**src/rtl/vend_ctrl.sv**
```systemverilog
// ---------------------------------------------------------------------------
// vend_ctrl : coin-key front end and status mirror for a vending FSM.
//
// This block does the following:
//   - Synchronizes and debounces two active-low coin buttons.
//   - Queues one press per key and issues single-cycle coin pulses, with a
//     guaranteed idle gap between pulses. Key1 has priority.
//   - Mirrors the machine credit (in half-units) and counts completed sales.
//   - Holds the last nonzero change code on an LED output for a fixed time.
//
// Parameters:
//   CNT_MAX  - number of stable-low cycles that makes a valid press
//   GAP_CYC  - number of idle cycles after each issued pulse (1..15)
//   HOLD_MAX - change indicator is held for HOLD_MAX+1 cycles
//
// Ports:
//   clk         in   system clock, rising edge
//   rst_n       in   asynchronous active-low reset
//   key_in[1:0] in   raw buttons, active low (bit0 half, bit1 one)
//   po_money_i  in   change code from vending FSM (00 none, 01 half, 10 one)
//   key1_o      out  half-unit coin pulse
//   key2_o      out  one-unit coin pulse
//   change_led  out  latched change code
//   sale_pulse  out  one-cycle pulse per completed sale
//   sale_cnt    out  completed-sale count, modulo 256
//   credit      out  mirrored credit in half-units, 0..4
// ---------------------------------------------------------------------------
module vend_ctrl #(
  parameter logic [19:0] CNT_MAX  = 20'd999_999,
  parameter logic [3:0]  GAP_CYC  = 4'd2,
  parameter logic [24:0] HOLD_MAX = 25'd24_999_999
) (
  input  logic       clk,
  input  logic       rst_n,
  input  logic [1:0] key_in,
  input  logic [1:0] po_money_i,
  output logic       key1_o,
  output logic       key2_o,
  output logic [1:0] change_led,
  output logic       sale_pulse,
  output logic [7:0] sale_cnt,
  output logic [2:0] credit
);

  typedef enum logic [1:0] {
    ST_IDLE  = 2'd0,
    ST_ISSUE = 2'd1,
    ST_GAP   = 2'd2
  } state_e;

  // Input synchronizers and debounce state
  logic [1:0]       sync1_q, sync2_q;
  logic [1:0][19:0] cnt_q, cnt_d;
  logic [1:0]       press_q, press_d;

  // Pending bits and issue FSM
  logic [1:0] pend_q, pend_d;
  logic [1:0] clr_s;
  state_e     state_q, state_d;
  logic       sel_q, sel_d;          // 0: key1, 1: key2
  logic [3:0] gap_q, gap_d;
  logic       key1_q, key1_d, key2_q, key2_d;
  logic       arb_go_s, arb_sel_s;

  // Credit mirror and sale counter
  logic [2:0] credit_q, credit_d;
  logic       sale_q, sale_d;
  logic [7:0] sale_cnt_q, sale_cnt_d;
  logic [3:0] sum_s, v_s;

  // Change indicator
  logic [1:0]  led_q, led_d;
  logic [24:0] hold_q, hold_d;

  // Two-flop synchronizer. Idle (released) keys read as 1.
  always_ff @(posedge clk or negedge rst_n) begin
    if (!rst_n) begin
      sync1_q <= 2'b11;
      sync2_q <= 2'b11;
    end else begin
      sync1_q <= key_in;
      sync2_q <= sync1_q;
    end
  end

  // Debounce counters. Each counter saturates at CNT_MAX, so the press flag
  // fires only on the single increment from CNT_MAX-1.
  always_comb begin
    cnt_d   = cnt_q;
    press_d = 2'b00;
    for (int k = 0; k < 2; k++) begin
      if (sync2_q[k]) begin
        cnt_d[k] = 20'd0;
      end else if (cnt_q[k] != CNT_MAX) begin
        cnt_d[k]   = cnt_q[k] + 20'd1;
        press_d[k] = (cnt_q[k] == (CNT_MAX - 20'd1));
      end else begin
        cnt_d[k] = cnt_q[k];
      end
    end
  end

  // Debounce counter and press flag registers
  always_ff @(posedge clk or negedge rst_n) begin
    if (!rst_n) begin
      cnt_q   <= '0;
      press_q <= 2'b00;
    end else begin
      cnt_q   <= cnt_d;
      press_q <= press_d;
    end
  end

  // Arbitration: key1 wins when both keys are pending.
  assign arb_go_s  = pend_q[0] | pend_q[1];
  assign arb_sel_s = ~pend_q[0];

  // Issue FSM next-state logic. The last GAP cycle arbitrates directly, so
  // back-to-back pulses are exactly GAP_CYC+1 cycles apart. IDLE is entered
  // only when nothing is pending.
  always_comb begin
    state_d = state_q;
    sel_d   = sel_q;
    gap_d   = gap_q;
    clr_s   = 2'b00;
    case (state_q)
      ST_IDLE: begin
        if (arb_go_s) begin
          state_d = ST_ISSUE;
          sel_d   = arb_sel_s;
        end else begin
          state_d = ST_IDLE;
        end
      end
      ST_ISSUE: begin
        if (sel_q) begin
          clr_s = 2'b10;
        end else begin
          clr_s = 2'b01;
        end
        state_d = ST_GAP;
        gap_d   = 4'd1;
      end
      ST_GAP: begin
        if (gap_q >= GAP_CYC) begin
          gap_d = 4'd0;
          if (arb_go_s) begin
            state_d = ST_ISSUE;
            sel_d   = arb_sel_s;
          end else begin
            state_d = ST_IDLE;
          end
        end else begin
          gap_d = gap_q + 4'd1;
        end
      end
      default: begin
        state_d = ST_IDLE;
        gap_d   = 4'd0;
      end
    endcase
    // A new press in the same cycle as the clear wins.
    pend_d = press_q | (pend_q & ~clr_s);
    key1_d = (state_d == ST_ISSUE) && !sel_d;
    key2_d = (state_d == ST_ISSUE) &&  sel_d;
  end

  // Issue FSM registers. Key outputs are registered alongside the state.
  always_ff @(posedge clk or negedge rst_n) begin
    if (!rst_n) begin
      state_q <= ST_IDLE;
      sel_q   <= 1'b0;
      gap_q   <= 4'd0;
      pend_q  <= 2'b00;
      key1_q  <= 1'b0;
      key2_q  <= 1'b0;
    end else begin
      state_q <= state_d;
      sel_q   <= sel_d;
      gap_q   <= gap_d;
      pend_q  <= pend_d;
      key1_q  <= key1_d;
      key2_q  <= key2_d;
    end
  end

  // Credit mirror. The update happens during the ISSUE cycle, so credit and
  // sale_pulse change together on the following cycle.
  always_comb begin
    credit_d   = credit_q;
    sale_d     = 1'b0;
    sale_cnt_d = sale_cnt_q;
    v_s        = sel_q ? 4'd2 : 4'd1;
    sum_s      = {1'b0, credit_q} + v_s;
    if (state_q == ST_ISSUE) begin
      if (sum_s >= 4'd5) begin
        credit_d   = 3'd0;
        sale_d     = 1'b1;
        sale_cnt_d = sale_cnt_q + 8'd1;
      end else begin
        credit_d = sum_s[2:0];
      end
    end else begin
      credit_d = credit_q;
    end
  end

  // Credit and sale registers
  always_ff @(posedge clk or negedge rst_n) begin
    if (!rst_n) begin
      credit_q   <= 3'd0;
      sale_q     <= 1'b0;
      sale_cnt_q <= 8'd0;
    end else begin
      credit_q   <= credit_d;
      sale_q     <= sale_d;
      sale_cnt_q <= sale_cnt_d;
    end
  end

  // Change indicator. Any nonzero code (including 11) reloads and restarts
  // the hold.
  always_comb begin
    led_d  = led_q;
    hold_d = hold_q;
    if (po_money_i != 2'b00) begin
      led_d  = po_money_i;
      hold_d = 25'd0;
    end else if (led_q != 2'b00) begin
      if (hold_q == HOLD_MAX) begin
        led_d  = 2'b00;
        hold_d = 25'd0;
      end else begin
        hold_d = hold_q + 25'd1;
      end
    end else begin
      hold_d = 25'd0;
    end
  end

  // Change indicator registers
  always_ff @(posedge clk or negedge rst_n) begin
    if (!rst_n) begin
      led_q  <= 2'b00;
      hold_q <= 25'd0;
    end else begin
      led_q  <= led_d;
      hold_q <= hold_d;
    end
  end

  assign key1_o     = key1_q;
  assign key2_o     = key2_q;
  assign sale_pulse = sale_q;
  assign sale_cnt   = sale_cnt_q;
  assign credit     = credit_q;
  assign change_led = led_q;

endmodule
```
**config.mk**
```make
export PLATFORM = sky130hd
export DESIGN_NAME = vend_ctrl
export DESIGN_NICKNAME = d
export VERILOG_FILES = /design/src/rtl/vend_ctrl.sv
export SDC_FILE = /design/constraint.sdc
export NUM_CORES = 1
export LEC_CHECK = 0
export CAP_MARGIN = 20
export CORE_ASPECT_RATIO = 0.75
export CORE_MARGIN = 8
export CORE_UTILIZATION = 60
export DETAILED_ROUTE_END_ITERATION = 10
export PLACE_DENSITY = 0.79
export REMOVE_ABC_BUFFERS = 1
export SLEW_MARGIN = 40
export SYNTH_ARGS = -nofsm -noshare
export SYNTH_HDL_FRONTEND = slang
export SYNTH_SLANG_ARGS = --single-unit
```
**constraint.sdc**
```tcl
create_clock -name clk -period 4.9 [get_ports clk]
set_clock_uncertainty 0.15 [all_clocks]
set_input_delay 0.49 -clock clk [delete_from_list [all_inputs] [get_ports clk]]
set_output_delay 0.49 -clock clk [all_outputs]
set_load 0.02 [all_outputs]
```
==> results.md <==
- Status: finished with violations
- Failing checks: negative hold slack
- WHS: -0.0221 ns
- Post-synth top flop: dfrtp_1
- Cell row count: 29
- CTS clk-pin slew, worst paths: 0.07 ns
- Htree depth: 3
- Max clock buf depth: 2
- DR vias/cell: 6.06
- Post-route antenna net violation count: 0
- DRC viols: 0
- Max-cap violations: 0
- Die area: 11700 µm²
- Initial antenna violation count: 0
- CP max FO: 7
- Total congestion overflow: 0
- Routed len/inst: 16.1 µm
- Hold buffers post-CTS: 0
- Leakage: 2.32 nW
- WL final: 10.2 mm
- Worst EP required: 4.98 ns
- Chip width: 122 µm
- Ys Warns: 0
- Hold Fails Final Rpt: 17
- Layout cells sized above 1: 11.1%
- Synth-to-Final Area Change: 11.1%
- Fmax: 0.325 GHz
- CTS tree: done
- Antenna Diode Count: 0
- CTS buffer count: 9
- Routability cong.: 0.892
- Min cycle time layout: 3.07 ns
- Total I/O pin count: 22
- Postcts setup bufs: 0
- Initial DRC count: 333
- Yosys reg bits: 96
- Arr. time, crit path: 3.16 ns
- Psw: 0.356 mW
- Drt first pass iters: 4
- Largest net degree at the start of global routing: 53
- Critical path type: reg -> reg
- Die Y: 95.7 µm
- Register area share after synthesis: 47.4%
- Sw Share: 22.7%
- Least-Margin Pin Slew: 0.849 ns
- CTS resizes: 0
- Number of global-route vias before repair: 3724
- IO Port Bufs: 21
- Logic pwr share: 3.2%
- Vias after detailed routing: 3830
- Initial Util: 60.9%
- PD cells: 278 nW/µm²
- Final setup vio count: 0
- Asr flop ratio synth: 100%
- Clk root buf: clkbuf_16
- Core area: 8350 µm²
- Worst-Skew Late Latency: 0.35 ns
- Netlist cell types: 64
- RSZ-0062 raised after global routing: no
- Total negative setup slack: 0 ns
- NumNets Final: 540
- Flop pwr share: 52.1%
- Clock Power Share: 44.8%
- Max Transition Viols Final: 0
- Startpoint types: flop
- Synthesized instance count: 507
- VDD IR-drop max: 0.320 mV
- R2r setup slk: 1.83 ns
- Setup crit end kind: flop
- Hold WC Path Type: in -> async
- Final period utilization: 62.7%
- HPWL after detailed placement: 6.97 mm
- Syn Std Cell Area: 5080 µm²
- Gr usage total: 18.7%
- Global-route wire length before repair: 17.5 mm
- Clock Sinks: 96
- Number of synthesized flops with an enable pin: 0
- Syn avg cell area: 10.0 µm²
- Slew headroom: 43.2%
- Internal: 1.21 mW
area by class of cell:
class	count	area (µm²)
repair buffers	23	223
well taps	108	135
inverters	25	93.8
fillers	645	2700
multi-input cells	364	2490
flip-flops and latches	96	2410
clock inverters	7	70.1
clock buffers	9	225
sequential cells by signal, summed over array words and instances, names as in the netlist, 3 cells and up:
name,flops
cnt_q,40
credit,3
gap_q,4
hold_q,25
sale_cnt,8
worst paths after layout:
kind,start,endpoint,depth (start not counted)
min reg2reg,sync1_q[1]$_DFF_PN1_,sync2_q[1]$_DFF_PN1_,0
max,sel_q$_DFF_PN0_,sale_cnt[1]$_DFFE_PN0P_,7
max in group asynchronous,rst_n,cnt_q[0]$_DFFE_PN0P_,2
min,rst_n,hold_q[19]$_DFF_PN0_,1
min in group clk,sync1_q[1]$_DFF_PN1_,sync2_q[1]$_DFF_PN1_,0
max reg2reg,sel_q$_DFF_PN0_,sale_cnt[1]$_DFFE_PN0P_,7
synth_stat cells (all sizes together) (3+ instances only):
cell type / instances / share of area, %
or4b: 3 / 0.59
mux2: 12 / 2.7
buf: 7 / 0.99
o21bai: 4 / 0.66
a31oi: 4 / 0.49
nor2: 35 / 2.6
nand2b: 4 / 0.49
nand4: 23 / 3.0
or4: 8 / 1.3
o41ai: 3 / 0.89
ha: 14 / 3.4
nor3: 26 / 2.7
inv: 25 / 1.8
o21ai: 12 / 1.2
xnor2: 23 / 4.0
or3: 9 / 1.2
nand2: 29 / 2.1
or2: 3 / 0.37
a211oi: 14 / 2.3
nor2b: 12 / 1.5
dfstp: 4 / 2.1
a21oi: 14 / 1.4
xor2: 13 / 2.2
nand3: 26 / 2.7
o31ai: 10 / 1.5
and2: 5 / 0.64
a21o: 3 / 0.44
dfrtp: 92 / 45
clkbuf: 15 / 1.1
nor4: 13 / 1.6
and4: 9 / 1.6
and3: 12 / 1.5
placed cells by master (no fill, tap or decap), types with 6 or more instances in the layout:
| cell | synthesis | routed |
|---|---|---|
| a211oi_1 | 12 | 12 |
| a21oi_1 | 14 | 14 |
| and3_1 | 11 | 11 |
| and4_1 | 8 | 8 |
| clkbuf_16 | 0 | 9 |
| clkdlybuf4s50_1 | 0 | 20 |
| dfrtp_1 | 92 | 92 |
| ha_1 | 14 | 14 |
| inv_1 | 25 | 25 |
| mux2_2 | 12 | 12 |
| nand2_1 | 29 | 29 |
| nand3_1 | 25 | 25 |
| nand4_1 | 22 | 22 |
| nor2_1 | 35 | 35 |
| nor2b_1 | 12 | 12 |
| nor3_1 | 25 | 25 |
| nor4_1 | 13 | 11 |
| o21ai_0 | 12 | 12 |
| o31ai_1 | 10 | 10 |
| or3_1 | 7 | 7 |
| or4_1 | 6 | 6 |
| xnor2_1 | 23 | 23 |
| xor2_1 | 13 | 13 |
cell families after synthesis:
logic type,after synthesis,synth area share [%]
multiplexers,12,2.66
adder cells (fa/ha/maj),15,3.84
buffers and inverters,47,3.97
AO/OA/AOI/OAI,73,10.3
AND/OR/NAND/NOR,228,25.7
XOR/XNOR,36,6.21
flip-flops,96,47.4
routing by layer:
metal | part of all wire (%) | track usage, % | vias to the layer above | wire length (µm)
met5 | 0 | 0 | - | 0
met4 | 0.97 | 5.86 | 0 | 99
met3 | 4.6 | 5.15 | 10 | 465
met2 | 48 | 30.3 | 72 | 4830
met1 | 47 | 24.1 | 1873 | 4770
li1 | - | - | 1875 | -
per-stage QoR:
stage                     std cells  power (mW)  util [%]  setup slack [ns]  area (µm²)
after detailed placement        616       0.883      64.1              1.91        5350
after CTS                       632        1.59      67.6              1.86        5650
after global placement          616       0.879      63.9              2.04        5330
after floorplan                 485       0.849         -              2.20        4970
final                           632        1.57      67.6              1.83        5650
after global routing            632        1.63      67.6              1.71        5650
worst max-delay path, cell delays in order, from the launching register on:
cell and delay (ns):
dfrtp_1 0.45, inv_1 0.11, ha_1 0.22, fa_1 0.51, nor2_1 0.06, o32ai_1 0.75, and2_0 0.35, mux2_2 0.36
power by group through the flow:
stage               logic, mW  registers (mW)  clock network, mW
floorplan              0.0199           0.829                  0
global placement       0.0485           0.830                  0
detailed placement     0.0514           0.831                  0
CTS                    0.0515           0.816              0.721
global route           0.0572           0.819              0.753
finish                 0.0498           0.817              0.703
No activity file was read; power rests on OpenSTA's default activity.
